--- src/rtl/resp_chk_pkg.sv ---
// Shared types and constants for the response MISR checker.
// Optional serial readout is enabled by RESP_CHK_SERIAL_OUT_EN.
package resp_chk_pkg;

  typedef enum logic [1:0] {
    S_IDLE,
    S_WARMUP,
    S_CAPTURE,
    S_DONE
  } state_t;

  localparam logic [31:0] DEF_POLY = 32'h04C11DB7;
  localparam logic [31:0] DEF_SEED = 32'hFFFFFFFF;

  function automatic int chunk_count(input int yw, input int sw);
    return (yw + sw - 1) / sw;
  endfunction

endpackage

--- src/rtl/resp_fold.sv ---
// XOR fold of a wide response word into one signature-width chunk.
// The top chunk is zero-padded when Y_W is not a multiple of SIG_W.
module resp_fold
  import resp_chk_pkg::*;
#(
  parameter int Y_W   = 242,
  parameter int SIG_W = 32
) (
  input  logic [Y_W-1:0]   y,
  output logic [SIG_W-1:0] fold
);

  localparam int NCH = chunk_count(Y_W, SIG_W);

  logic [NCH*SIG_W-1:0] pad;

  always_comb begin
    pad = '0;
    pad[Y_W-1:0] = y;
    fold = '0;
    for (int i = 0; i < NCH; i++) begin
      fold = fold ^ pad[i*SIG_W +: SIG_W];
    end
  end

endmodule

--- config.mk ---
export PLATFORM = sky130hd
export DESIGN_NAME = resp_fold
export DESIGN_NICKNAME = d
export VERILOG_FILES = /design/src/rtl/resp_chk_pkg.sv /design/src/rtl/resp_fold.sv
export SDC_FILE = /design/constraint.sdc
export NUM_CORES = 1
export LEC_CHECK = 0
export ABC_AREA = 1
export ABC_CLOCK_PERIOD_IN_PS = 1500
export CORE_AREA = 10 10 104 106
export DETAILED_ROUTE_END_ITERATION = 16
export DIE_AREA = 0 0 114 116
export GPL_TIMING_DRIVEN = 1
export PLACE_DENSITY = 0.95
export SYNTH_ARGS = -nofsm -noshare
export SYNTH_HDL_FRONTEND = slang
export SYNTH_SLANG_ARGS = --single-unit
--- constraint.sdc ---
create_clock -name vclk -period 1.5
set_clock_uncertainty 0.1 [all_clocks]
set_input_delay 0.15 -clock vclk [all_inputs]
set_output_delay 0.15 -clock vclk [all_outputs]
set_load 0.005 [all_outputs]
==> results.txt <==
F_max: 0.657 GHz
Slew @ Worst Pin: 0.296 ns
DR WL/cell: 16.0 µm
Slew Limit Fails: 0
Slew HR: 80.2%
Max incr delay on CP: 0.48 ns
Die area: 13200 µm²
Failing checks: setup timing
CP delay by family, top: buffers and inverters
Mapped Cells: 644
Critical path required time: 1.25 ns
Cell Area, Synth: 3090 µm²
Critical path startpoint category: primary input
Final Hold Vio Count: 0
Post-route setup slack: -0.0216 ns
Dpl hpwl: 12.8 mm
Post-Syn Nets: 886
Core Area: 8680 µm²
Share of cells above drive strength 1: 14.3%
Chip width: 114 µm
HP Class: primary input to output pin
Ports: 274
Yosys cell types: 6
Sequential fraction of the synthesis area: 0%
Synth warnings: 0
Clock power share: 0%
Min Tclk post-route: 1.52 ns
Layout sequential cell count: 0
Largest net degree at the start of global routing: 4
Chip Height: 116 µm
Logic pwr share: 100.0%
Final RePlAce weighted congestion: 0.872
Antenna Nets Post-Route: 0
Register area: 0 µm²
Crit end category: output pin
Cells along the critical path: clkdlybuf4s50_1 -> xor2_1 -> nand2_1 -> nand2_1 -> buf_2
Placed cells: 1027
Nets: 1163
Final cell count without fillers: 1033
Int Pwr: 1070 µW
Initial Utilization: 35.6%
Congestion Overflow GR: 0
Critical path class: primary input to output pin
Buf/Inv on CP: 2
Total GRT Usage: 20.3%
Sw Ratio: 50.9%
Critical path's most frequent cell: nand2_1
Postcts setup bufs: 0
CP Launch Point: y[85]
Outcome: complete, but fails checks
1st-pass router iterations: 4
Met2 WL post-DR: 9.23 mm
Final period util: 101%
Worst Hold Launch: y[237]
Met3 routed WL: 1.53 mm
Vias: 4829
Final Power: 2180 µW
First-pass GRT wire length: 22.1 mm
PwrDens: 343 nW/µm²
TNS Setup: -0.0325 ns
1st-iter DRT viols: 212
Final setup viols: 2
Pleak: 0.00434 µW
Hold path cells: 7
Drc violations: 0
Avg Inst Size Synth: 4.79 µm²
Multi-input gate area: 3010 µm²
Routed vias/inst: 4.67
Vias in the first global route: 4596
Hold Slack: 0.680 ns
Site Rows: 34
Max-Cap Viols: 0
M1 WL: 5.18 mm
Area delta synth->final: 107%
Uppermost layer routed: met5
Final wirelength: 16.6 mm
Initial antenna violation count: 7
CP max FO: 2
Switch Pwr: 1110 µW
Sequential power share: 0%
Slowest-stage cell, CP: clkdlybuf4s50_1
Critical Path AT: 1.27 ns
Fillers: 652
I/O Buffers: 274
Pre-CTS setup slack: -0.610 ns
Clkbuf count: 0
Hold buffer count at CTS: 0
Crit path depth: 5
Maximum vdd drop: 237 µV
## timing repair
item / 4_1_cts / 5_1_grt
endpoints found under the setup margin: 32 / 30
resized for setup: 312 / 131
pin swaps: 132 / 53
## power by group through the flow
stage          combinational, µW  sequential (µW)  clock, µW
2_1_floorplan                957                0          0
3_3_place_gp                2170                0          0
3_5_place_dp                2240                0          0
4_1_cts                     2040                0          0
5_1_grt                     2410                0   0.000535
6_report                    2180                0   0.000535
## per-stage QoR
step / utilization (%) / area [µm²]
floorplan: - / 3090
global placement: 68.8 / 5970
detailed placement: 68.8 / 5970
CTS: 68.6 / 5950
global route: 73.5 / 6370
finish: 73.5 / 6370
## metal layers
layer | track usage (%) | up-vias
met5 | 0 | -
met1 | 17.7 | 2144
li1 | - | 2410
met4 | 4.43 | 2
met3 | 6.87 | 48
met2 | 42.8 | 225
## cell families (layout without fill, tap and decap cells)
| kind of cell | count (synthesis) | in the layout | share of synthesized area, % |
|---|---|---|---|
| simple gates | 384 | 384 | 51.8 |
| buf+inv | 158 | 433 | 19.2 |
| xor+xnor | 102 | 102 | 29.0 |
| other cells | 0 | 6 | 0 |
## layout make-up
cell class	instances	area share (%)
multi-input combinational	486	47.1
timing repair buffer	275	41.2
inverter	158	9.30
tap	108	2.12
antenna	6	0.236
## synth_stat cells (all sizes together)
master    n  area, µm²
nand2   294       1100
inv     158        593
xor2     74        648
nand3    72        360
xnor2    28        245
nand3b   18        135
## layout by cell type, fill, tap and decap left out
cell and instances:
clkbuf_2 1, nand3b_1 18, xor2_2 27, xnor2_2 15
nand3_2 29, buf_2 24, nand3_1 43, buf_4 1
dlygate4sd2_1 145, buf_6 2, xnor2_1 13, inv_2 5
xor2_1 47, clkdlybuf4s50_1 25, nand2_1 273, nand2_2 21
clkdlybuf4s15_1 2, diode_2 6, dlymetal6s2s_1 69, clkdlybuf4s15_2 6
inv_1 153
## final timing paths
check | endpoint | slack [ns]
hold / removal | fold[13] | 0.68
setup / recovery | fold[21] | -0.02
(Power assumes the default switching activity.)
